<file path="config.mk">
export PLATFORM = sky130hd
export DESIGN_NAME = rv32i_fetch_stage
export DESIGN_NICKNAME = d
export VERILOG_FILES = /design/src/rtl/rv32i_pkg.sv /design/src/rtl/rv32i_fetch_fifo.sv /design/src/rtl/rv32i_fetch_stage.sv
export SDC_FILE = /design/constraint.sdc
export NUM_CORES = 1
export LEC_CHECK = 0
export ABC_AREA = 1
export CAP_MARGIN = 25
export CORE_AREA = 3 3 150 152
export DETAILED_ROUTE_END_ITERATION = 10
export DIE_AREA = 0 0 153 155
export PLACE_DENSITY = 0.79
export SLEW_MARGIN = 15
export SYNTH_ARGS = -nofsm -noshare
export SYNTH_HDL_FRONTEND = slang
export SYNTH_SLANG_ARGS = --single-unit
</file>
<file path="constraint.sdc">
create_clock -name clk_i -period 4.7 [get_ports clk_i]
set_input_delay 1.175 -clock clk_i [delete_from_list [all_inputs] [get_ports clk_i]]
set_output_delay 1.175 -clock clk_i [all_outputs]
set_load 0.02 [all_outputs]
</file>
<file path="src/rtl/rv32i_pkg.sv">
// rtl/rv32i_pkg.sv - shared RV32i constants and types
//
// Purpose: constants and types shared by the fetch stage and the control path.
//   RV32I_NOP      - canonical NOP (addi x0, x0, 0), also used by the stall mux.
//   RV32I_RESET_PC - default PC of the first fetch after reset.
//   fetch_entry_t  - one instruction-queue entry {pc, instr}.
package rv32i_pkg;

  localparam logic [31:0] RV32I_NOP      = 32'h0000_0013;
  localparam logic [31:0] RV32I_RESET_PC = 32'h0000_0000;

  typedef struct packed {
    logic [31:0] pc;
    logic [31:0] instr;
  } fetch_entry_t;

endpackage

</file>
<file path="src/rtl/rv32i_fetch_fifo.sv">
// rtl/rv32i_fetch_fifo.sv - small synchronous FIFO with flush
//
// Purpose: in-order queue used both for fetched instructions and for the PCs
// of outstanding imem requests.
// Ports:
//   clk_i, resetn_i - clock (rising edge), asynchronous active-low reset
//   flush_i         - empties the FIFO; wins over push/pop in the same cycle
//   push_i, push_data_i - write one entry
//   pop_i           - drop the head entry (ignored when empty)
//   head_o          - data at the head (meaningless when empty_o=1)
//   full_o, empty_o, count_o - occupancy status
module rv32i_fetch_fifo #(
  parameter int DEPTH = 2,
  parameter int WIDTH = 64,
  localparam int AW = $clog2(DEPTH),
  localparam int CW = AW + 1
) (
  input  logic             clk_i,
  input  logic             resetn_i,
  input  logic             flush_i,
  input  logic             push_i,
  input  logic [WIDTH-1:0] push_data_i,
  input  logic             pop_i,
  output logic [WIDTH-1:0] head_o,
  output logic             full_o,
  output logic             empty_o,
  output logic [CW-1:0]    count_o
);

  logic [WIDTH-1:0] mem [DEPTH];
  logic [AW-1:0]    wr_ptr_q;
  logic [AW-1:0]    rd_ptr_q;
  logic [CW-1:0]    count_q;
  logic             do_push;
  logic             do_pop;

  assign empty_o = (count_q == '0);
  assign full_o  = (count_q == CW'(DEPTH));
  assign count_o = count_q;
  assign head_o  = mem[rd_ptr_q];

  assign do_pop  = pop_i & ~empty_o;
  // A push into a full FIFO is only legal when the head leaves in the same cycle.
  assign do_push = push_i & (~full_o | do_pop);

  always_ff @(posedge clk_i or negedge resetn_i) begin
    if (!resetn_i) begin
      wr_ptr_q <= '0;
      rd_ptr_q <= '0;
      count_q  <= '0;
    end else if (flush_i) begin
      wr_ptr_q <= '0;
      rd_ptr_q <= '0;
      count_q  <= '0;
    end else begin
      if (do_push) wr_ptr_q <= wr_ptr_q + AW'(1);
      if (do_pop)  rd_ptr_q <= rd_ptr_q + AW'(1);
      count_q <= count_q + CW'(do_push) - CW'(do_pop);
    end
  end

  // Storage needs no reset: an entry is only read after it has been written.
  always_ff @(posedge clk_i) begin
    if (do_push) mem[wr_ptr_q] <= push_data_i;
  end

endmodule

</file>
<file path="src/rtl/rv32i_fetch_stage.sv">
// rtl/rv32i_fetch_stage.sv - RV32i instruction-fetch stage
//
// Purpose: owns the fetch PC, issues pipelined imem requests, buffers the
// returned words in order and presents one instruction per cycle to decode.
// Ports:
//   clk_i, resetn_i          - clock, asynchronous active-low reset
//   stall_i                  - decode holds the current instruction
//   redirect_i, redirect_pc_i - execute-stage redirect and its target
//   imem_req_o, imem_addr_o  - request valid / word-aligned address
//   imem_gnt_i               - request accepted this cycle
//   imem_rvalid_i, imem_rdata_i - in-order response
//   instruction_o, pc_o, pc_plus4_o, valid_o - instruction to decode
module rv32i_fetch_stage
  import rv32i_pkg::*;
#(
  parameter logic [31:0] RESET_PC   = RV32I_RESET_PC,
  parameter int          FIFO_DEPTH = 2
) (
  input  logic        clk_i,
  input  logic        resetn_i,
  input  logic        stall_i,
  input  logic        redirect_i,
  input  logic [31:0] redirect_pc_i,
  output logic        imem_req_o,
  output logic [31:0] imem_addr_o,
  input  logic        imem_gnt_i,
  input  logic        imem_rvalid_i,
  input  logic [31:0] imem_rdata_i,
  output logic [31:0] instruction_o,
  output logic [31:0] pc_o,
  output logic [31:0] pc_plus4_o,
  output logic        valid_o
);

  localparam int CW = $clog2(FIFO_DEPTH) + 1;
  localparam int SW = CW + 2;

  logic [31:0]  fetch_pc_q;
  logic [CW-1:0] discard_q;

  // Instruction queue.
  fetch_entry_t iq_wdata;
  fetch_entry_t iq_head;
  logic         iq_full;
  logic         iq_empty;
  logic [CW-1:0] iq_count;

  // PC queue: one entry per outstanding request, so its count is the
  // outstanding counter.
  logic [31:0]  pcq_head;
  logic         pcq_full;
  logic         pcq_empty;
  logic [CW-1:0] outstanding;

  logic [SW-1:0] in_flight;
  logic          grant;
  logic          resp_keep;
  logic          resp_drop;
  logic          consume;
  logic          unused_sigs;

  // Every slot is reserved from grant until the word leaves the queue, and
  // discarded responses still occupy a slot until they arrive.
  assign in_flight  = SW'(iq_count) + SW'(outstanding) + SW'(discard_q);
  assign imem_req_o = resetn_i & (in_flight < SW'(FIFO_DEPTH));
  assign imem_addr_o = fetch_pc_q;

  assign grant     = imem_req_o & imem_gnt_i;
  assign resp_drop = imem_rvalid_i & (discard_q != '0);
  assign resp_keep = imem_rvalid_i & (discard_q == '0);
  assign consume   = valid_o & ~stall_i & ~redirect_i;

  assign iq_wdata.pc    = pcq_head;
  assign iq_wdata.instr = imem_rdata_i;

  rv32i_fetch_fifo #(
    .DEPTH (FIFO_DEPTH),
    .WIDTH ($bits(fetch_entry_t))
  ) u_instr_q (
    .clk_i       (clk_i),
    .resetn_i    (resetn_i),
    .flush_i     (redirect_i),
    .push_i      (resp_keep),
    .push_data_i (iq_wdata),
    .pop_i       (consume),
    .head_o      (iq_head),
    .full_o      (iq_full),
    .empty_o     (iq_empty),
    .count_o     (iq_count)
  );

  rv32i_fetch_fifo #(
    .DEPTH (FIFO_DEPTH),
    .WIDTH (32)
  ) u_pc_q (
    .clk_i       (clk_i),
    .resetn_i    (resetn_i),
    .flush_i     (redirect_i),
    .push_i      (grant),
    .push_data_i (fetch_pc_q),
    .pop_i       (resp_keep),
    .head_o      (pcq_head),
    .full_o      (pcq_full),
    .empty_o     (pcq_empty),
    .count_o     (outstanding)
  );

  always_ff @(posedge clk_i or negedge resetn_i) begin
    if (!resetn_i) begin
      fetch_pc_q <= RESET_PC;
      discard_q  <= '0;
    end else if (redirect_i) begin
      fetch_pc_q <= {redirect_pc_i[31:2], 2'b00};
      // Everything still in flight, including a request granted right now,
      // becomes a response to drop; a response arriving now is already gone.
      discard_q  <= discard_q + outstanding + CW'(grant) - CW'(imem_rvalid_i);
    end else begin
      if (grant) fetch_pc_q <= fetch_pc_q + 32'd4;
      discard_q <= discard_q - CW'(resp_drop);
    end
  end

  assign valid_o       = ~iq_empty;
  assign instruction_o = valid_o ? iq_head.instr : RV32I_NOP;
  // With nothing to show, pc_o tracks the next fetch address (RESET_PC after reset).
  assign pc_o          = valid_o ? iq_head.pc : fetch_pc_q;
  assign pc_plus4_o    = pc_o + 32'd4;

  // Status outputs the request rule already makes redundant, and the
  // alignment bits of the redirect target.
  assign unused_sigs = &{1'b0, iq_full, pcq_full, pcq_empty, redirect_pc_i[1:0]};

endmodule

</file>
==> impl_results.md <==
* Status: finished clean
* Vias at 9209
* Synth Area in XOR/XNOR at 3.59%
* Fin. max-slew vios at 0
* Worst-Skew Late Latency at 0.52 ns
* Die area at 23700 sq um
* Hold Crit Class: register to register
* Total CTS buffers at 24
* Final GP Congestion at 0.918
* Commonest non-fill, non-tap cell in the layout: nand2_1
* Synth Warn # at 0
* Power, Total at 9.44 mW
* Area share of fa/ha/maj cells after synthesis at 1.47%
* CTS Hold Buffers Added at 0
* Largest fanout on the critical path at 21
* Setup TNS Final at 0 ns
* Layout cells sized above 1 at 7.52%
* Slew headroom at 41.5%
* FFs w/ async S/R, synth at 17.9%
* CTS tree: built
* Max Root-Sink Buffers at 3
* Power Density at 666 nW/um^2
* Busiest grt layer: met2
* Largest family of logic cells by synthesized area: simple AND/OR/NAND/NOR gates
* Syn avg cell area at 9.07 sq um
* Largest net degree at the start of global routing at 63
* Simple-gate share of the synthesized area at 27.1%
* Final antenna-violating net count at 0
* Worst slew pin tran at 0.877 ns
* Row Count at 53
* Routed WL at 30.6 mm
* Static leakage at 5.80 nW
* Commonest non-fill, non-tap cells in the layout: nand2_1, clkdlybuf4s50_1, edfxtp_1
* Synth Area in Compound Gates at 4.43%
* Reg clk slew, reported paths at 0.06 ns
* Critical path data arrival time at 3.37 ns
* Post-synthesis cell count at 1236
* Reg area at 6530 sq um
* Final Hold Viols at 0
* GRT met3 Usage at 3.95%
* Clk_skew at 0.0126 ns
* Remaining global-route overflow at 0
* Root Driver: clkbuf_16
* Port Buf Inserts at 191
* Vias in the first global route at 8843
* Met2 usage at 42.7%
* Dpl ws at 0.541 ns
* Via density at 5.34
* DR WL/cell at 17.7 microns
* Total global-route track usage at 25.4%
* Worst path slowest cell: clkdlybuf4s50_1
* Most frequent CP cell: nand2_1
* Post-synth EDFFs at 184
* Clock net sink count at 224
* Initial antenna violation count at 0
* RSZ-0062 raised after global routing: false
* Final setup fails at 0
* Die Width at 153 microns
* Io pins at 200
* DRC viols at 0
* Tmin final at 4.55 ns
* Post-synth cell types at 37
* Final period util at 96.8%
* Post-route setup slack at 0.152 ns
* Worst path max stage delay at 0.63 ns
* Nets at 1515
* Area of the multi-input gates at 4150 sq um
* Worst EP required at 3.52 ns
* Main flop type after synthesis: edfxtp_1
* Core ar. at 21200 sq um
* Post-synthesis mux area share at 0%
* DP HPWL at 21.9 mm
* Crit. End Element: primary output
* Number of max-cap violations at 0
* Critical path type: register to primary output
* Met1 Usage GRT at 33.8%
* DR pass1 iterations at 5
* Fill cells at 1656
* Synth-to-layout area growth at 26.4%
* Initial Util at 53.0%
* Die Ht at 155 microns
* Mapped Area at 11200 sq um
* Crit-path cells: inv_2 -> nand2_4 -> inv_6 -> nand2_1 -> nand2_2 -> ha_2 -> nand2_1 -> nor2_2 -> nand2_2 -> nor2_4 -> nand3_1 -> nand2_1 -> clkdlybuf4s50_1
* Initial DRC count at 796
* First-pass GRT wire length at 47.5 mm
* Seq/Total Area, Yosys at 58.2%
* F_max at 220 MHz
* Post-synthesis register bit count at 224
* Diodes inserted at 0
* Worst VDD drop at 0.463 mV
* Crit path launch type: register
* Htree depth at 1
final timing paths:
path	from	endpoint	slack [ns]	depth (start not counted)
worst max-delay path	u_instr_q.count_o[1]	pc_plus4_o[28]	0.15	13
worst min-delay path	u_pc_q.mem[0][25]	u_instr_q.mem[0][57]	0.53	2
worst max register to register	discard_q[1]	u_pc_q.mem[0][26]	1.64	10
worst min register to register	u_pc_q.mem[0][25]	u_instr_q.mem[0][57]	0.53	2
max in group asynchronous	resetn_i	u_instr_q.rd_ptr_q	3.47	2
min in group asynchronous	resetn_i	imem_addr_o[23]	0.79	2
Yosys cell counts (5+ instances only):
| library cell | n | area, sq um |
|---|---|---|
| clkbuf_1 | 16 | 60.1 |
| o21bai_1 | 12 | 90.1 |
| xnor2_1 | 7 | 61.3 |
| o221ai_1 | 9 | 78.8 |
| buf_1 | 7 | 26.3 |
| inv_2 | 5 | 18.8 |
| buf_6 | 7 | 78.8 |
| ha_1 | 10 | 125 |
| o211ai_1 | 5 | 37.5 |
| buf_4 | 8 | 60.1 |
| nand4_1 | 13 | 81.3 |
| nor2_1 | 87 | 327 |
| o21ai_0 | 18 | 90.1 |
| nor2_2 | 12 | 75.1 |
| xor2_1 | 39 | 342 |
| inv_1 | 71 | 267 |
| nand2_1 | 536 | 2010 |
| buf_2 | 11 | 55.1 |
| nor3_1 | 9 | 45.0 |
| edfxtp_1 | 184 | 5530 |
| dfrtp_1 | 40 | 1000 |
| nand3_1 | 59 | 295 |
| a21oi_1 | 33 | 165 |
| nand2_2 | 19 | 119 |
power by group:
group          internal [mW]  leakage (nW)  total, mW  switching, mW
registers               2.66          2.17       2.93          0.273
clock network          0.972         0.354       1.73          0.753
logic                   1.74          3.27       4.79           3.05
total                   5.37          5.80       9.44           4.07
worst max-delay path: cells and delay by family, from the launching register on:
kind          cells  cell delay [ns]
simple gates      9             1.20
flops             1             0.40
buf+inv           3             0.96
fa+ha+maj         1             0.28
cells by family after synthesis:
kind of cell             count (synthesis)
adder cells (fa/ha/maj)                 12
AO/OA/AOI/OAI                           82
AND/OR/NAND/NOR                        744
XOR/XNOR                                46
flip-flops                             224
buffers and inverters                  127
other                                    1
state kept, by name, indices dropped and copies added, names as in the netlist:
register,count
u_instr_q.mem,124
u_pc_q.mem,60
imem_addr_o,30
discard_q,2
u_instr_q.count_o,2
u_pc_q.count_o,2
u_instr_q.rd_ptr_q,1
u_instr_q.wr_ptr_q,1
u_pc_q.rd_ptr_q,1
u_pc_q.wr_ptr_q,1
metrics by stage:
step / utilization (%) / hold slack [ns] / std cells / area [sq um]
5_1_grt: 67.0 / 0.558 / 1725 / 14200
2_1_floorplan: - / 0.504 / 1241 / 11200
4_1_cts: 66.8 / 0.530 / 1725 / 14100
3_3_place_gp: 63.3 / 0.507 / 1681 / 13400
6_report: 67.0 / 0.528 / 1725 / 14200
3_5_place_dp: 63.4 / 0.517 / 1682 / 13400
metal layers:
metal | vias to the layer above | share of wire (%)
li1 | 4428 | -
met1 | 4267 | 41
met2 | 443 | 48
met3 | 71 | 8.3
met4 | 0 | 3.2
met5 | - | 0
area by class of cell:
cell class / instances / area share, %
multi-input combinational: 890 / 29.3
clock inverter: 13 / 0.486
timing repair buffer: 215 / 15.1
sequential: 224 / 46.1
clock buffer: 30 / 4.55
inverter: 78 / 2.10
tap: 275 / 2.43
repair_timing:
item,CTS,global route
resized for setup,2,9
setup buffers,0,0
endpoints found under the setup margin,3,15
Power figures use the tool's default switching activity.
==> patch: new RTL, config.mk and constraints unchanged <==
Make the reset (`resetn_i`) synchronous in 2 clocked blocks. Comments in the files are not updated.
--- a/src/rtl/rv32i_fetch_fifo.sv
+++ b/src/rtl/rv32i_fetch_fifo.sv
@@ -45,3 +45,3 @@
 
-  always_ff @(posedge clk_i or negedge resetn_i) begin
+  always_ff @(posedge clk_i) begin
     if (!resetn_i) begin
--- a/src/rtl/rv32i_fetch_stage.sv
+++ b/src/rtl/rv32i_fetch_stage.sv
@@ -107,3 +107,3 @@
 
-  always_ff @(posedge clk_i or negedge resetn_i) begin
+  always_ff @(posedge clk_i) begin
     if (!resetn_i) begin
Formal check against the unedited RTL: differs if resetn_i is asserted again (counterexample within 4 cycles, from zero or initial values and one cycle with resetn_i low); with resetn_i held inactive, the same outputs for 4 cycles.
==> patch against the original RTL <==
- setup slack gained 0.031 ns
- non-clock buffer count shrank 2
- clock skew grew 0.0065 ns
- sequential cell count grew 2
- design area shrank 0.56%
- synthesized cell count shrank 1.8%
- first-iteration DRC count shrank 15%
- maximum frequency grew 0.68%
- area after synthesis shrank 0.21%
- via count shrank 1.3%
- wire length shrank 1.5%
Power is not compared: it rests on default switching activity, and its combinational part moved more than twofold at a synthesized area within 25%.
==> patch: results (changes against the original RTL) <==
stage,metric,value,unit,change
sta,slew_headroom,0.426,,was 0.415
layout,n_fill_cell,1694,,"was 1,656"
grt,grt_pass1_vias,8575,,"was 8,843"
sta,clock_skew,0.0191,ns,was 0.0126 ns
power,p_per_area,365,nW/um^2,
layout,largest_reg_flops,124,,unchanged
route,wl,30.1,mm,was 30.6 mm
sta,timing.final.crit_period,4.52,ns,was 4.55 ns
grt,grt_pass1_wl,46.5,mm,was 47.5 mm
grt,gr-usage-all-layers,0.246,,was 0.254
route,drt_iter0_drc,680,,was 796
layout,final_util,0.666,,was 0.670
setup_path,r2r_slack,1.54,ns,was 1.64 ns
yosys,yosysSeqAreaShare,0.569,,was 0.582
run_status,status,"complete, no violations",,unchanged
layout,nNetsFinal,1493,,"was 1,515"
route,viasPerCell,5.34,,about the same
route,dr.pass1.iters,5,,unchanged
yosys,synth_commonest_cells,"nand2_1 (453), edfxtp_1 (184), inv_1 (88)",,"was nand2_1 (536), edfxtp_1 (184), nor2_1 (87)"
setup_path,critPathTopFamily,buffers and inverters,,was simple AND/OR/NAND/NOR gates
yosys,post_synth_num_cell_types,42,,was 37
clock_network,clk_pin_slew,0.06,ns,about the same
clock_network,cts_made_buffers,23,,was 24
sta,hold_slack,0.462,ns,was 0.528 ns
setup_path,worstPathArrival,3.34,ns,was 3.37 ns
setup_path,critPathMaxStageDelay,0.67,ns,was 0.63 ns
place,placed_cell_area,13400,um^2,about the same
yosys,async_flop_share,0,,was 0.179
place,preCtsSetupSlack,0.616,ns,was 0.541 ns
yosys,synth.area.top_cells,"edfxtp_1 (49%), nand2_1 (15%), dfxtp_1 (7.5%)",,"was edfxtp_1 (49%), nand2_1 (18%), dfrtp_1 (8.9%)"
yosys,syn_inst,1214,,"was 1,236"
place,gp_congestion,0.964,,was 0.918
layout,stdcell_count,1703,,"was 1,725"
layout,drive_gt1_frac,0.104,,was 0.0752
power,ir_drop,0.194,mV,
setup_path,crit_path_max_fanout,37,,was 21
place,post-dp-hpwl,21.1,mm,was 21.9 mm
[patch: cell types whose count changed after synthesis, moves of 17 or more]
cell | before | now
inv_1 | 71 | 88
dfxtp_1 | 0 | 42
mux2_2 | 0 | 30
dfrtp_1 | 40 | 0
xor2_1 | 39 | 20
a21oi_1 | 33 | 57
nand2_1 | 536 | 453
[patch: layer usage]
layer / share of wire / track usage / routed length, um / vias to the layer above
met3: 0.084 / 0.0403 / 2530 / 64
met2: 0.48 / 0.412 / 14400 / 404
met5: 0 / 0 / 0 / -
li1: - / - / - / 4386
met1: 0.41 / 0.328 / 12200 / 4238
met4: 0.031 / 0.0832 / 949 / 0
[patch: final timing paths]
check | end | start | cells past startpoint
worst max-delay path | pc_plus4_o[17] | u_instr_q.count_o[1]$_SDFF_PP0_ | 11
worst min-delay path | flip-flop | u_pc_q.rd_ptr_q$_SDFFE_PP0P_ | 1
worst max register to register | discard_q[1]$_SDFF_PN0_ | discard_q[1]$_SDFF_PN0_ | 14
worst min register to register | flip-flop | u_pc_q.rd_ptr_q$_SDFFE_PP0P_ | 1
[patch: cells by family after synthesis]
family,count (synthesis),synth area share
XOR/XNOR,29,0.0227
multiplexers,30,0.0302
buffers and inverters,141,0.0612
AND/OR/NAND/NOR,675,0.255
flip-flops,226,0.569
adder cells (fa/ha/maj),12,0.0148
other,1,0.000335
AO/OA/AOI/OAI,100,0.0471
[patch: cell type report]
cell class / count / share of cell area
repair buffers: 213 / 0.149
flip-flops and latches: 226 / 0.452
well taps: 275 / 0.0244
inverters: 95 / 0.0267
clock buffers: 35 / 0.0478
diodes: 1 / 0.000178
clock inverters: 6 / 0.00284
multi-input cells: 852 / 0.296
[patch: timing repair]
item | CTS | global route
endpoints found under the hold margin | 0 | 0
buffers inserted | 0 | 0
endpoints found under the setup margin | 0 | 14
resized for setup | 0 | 3
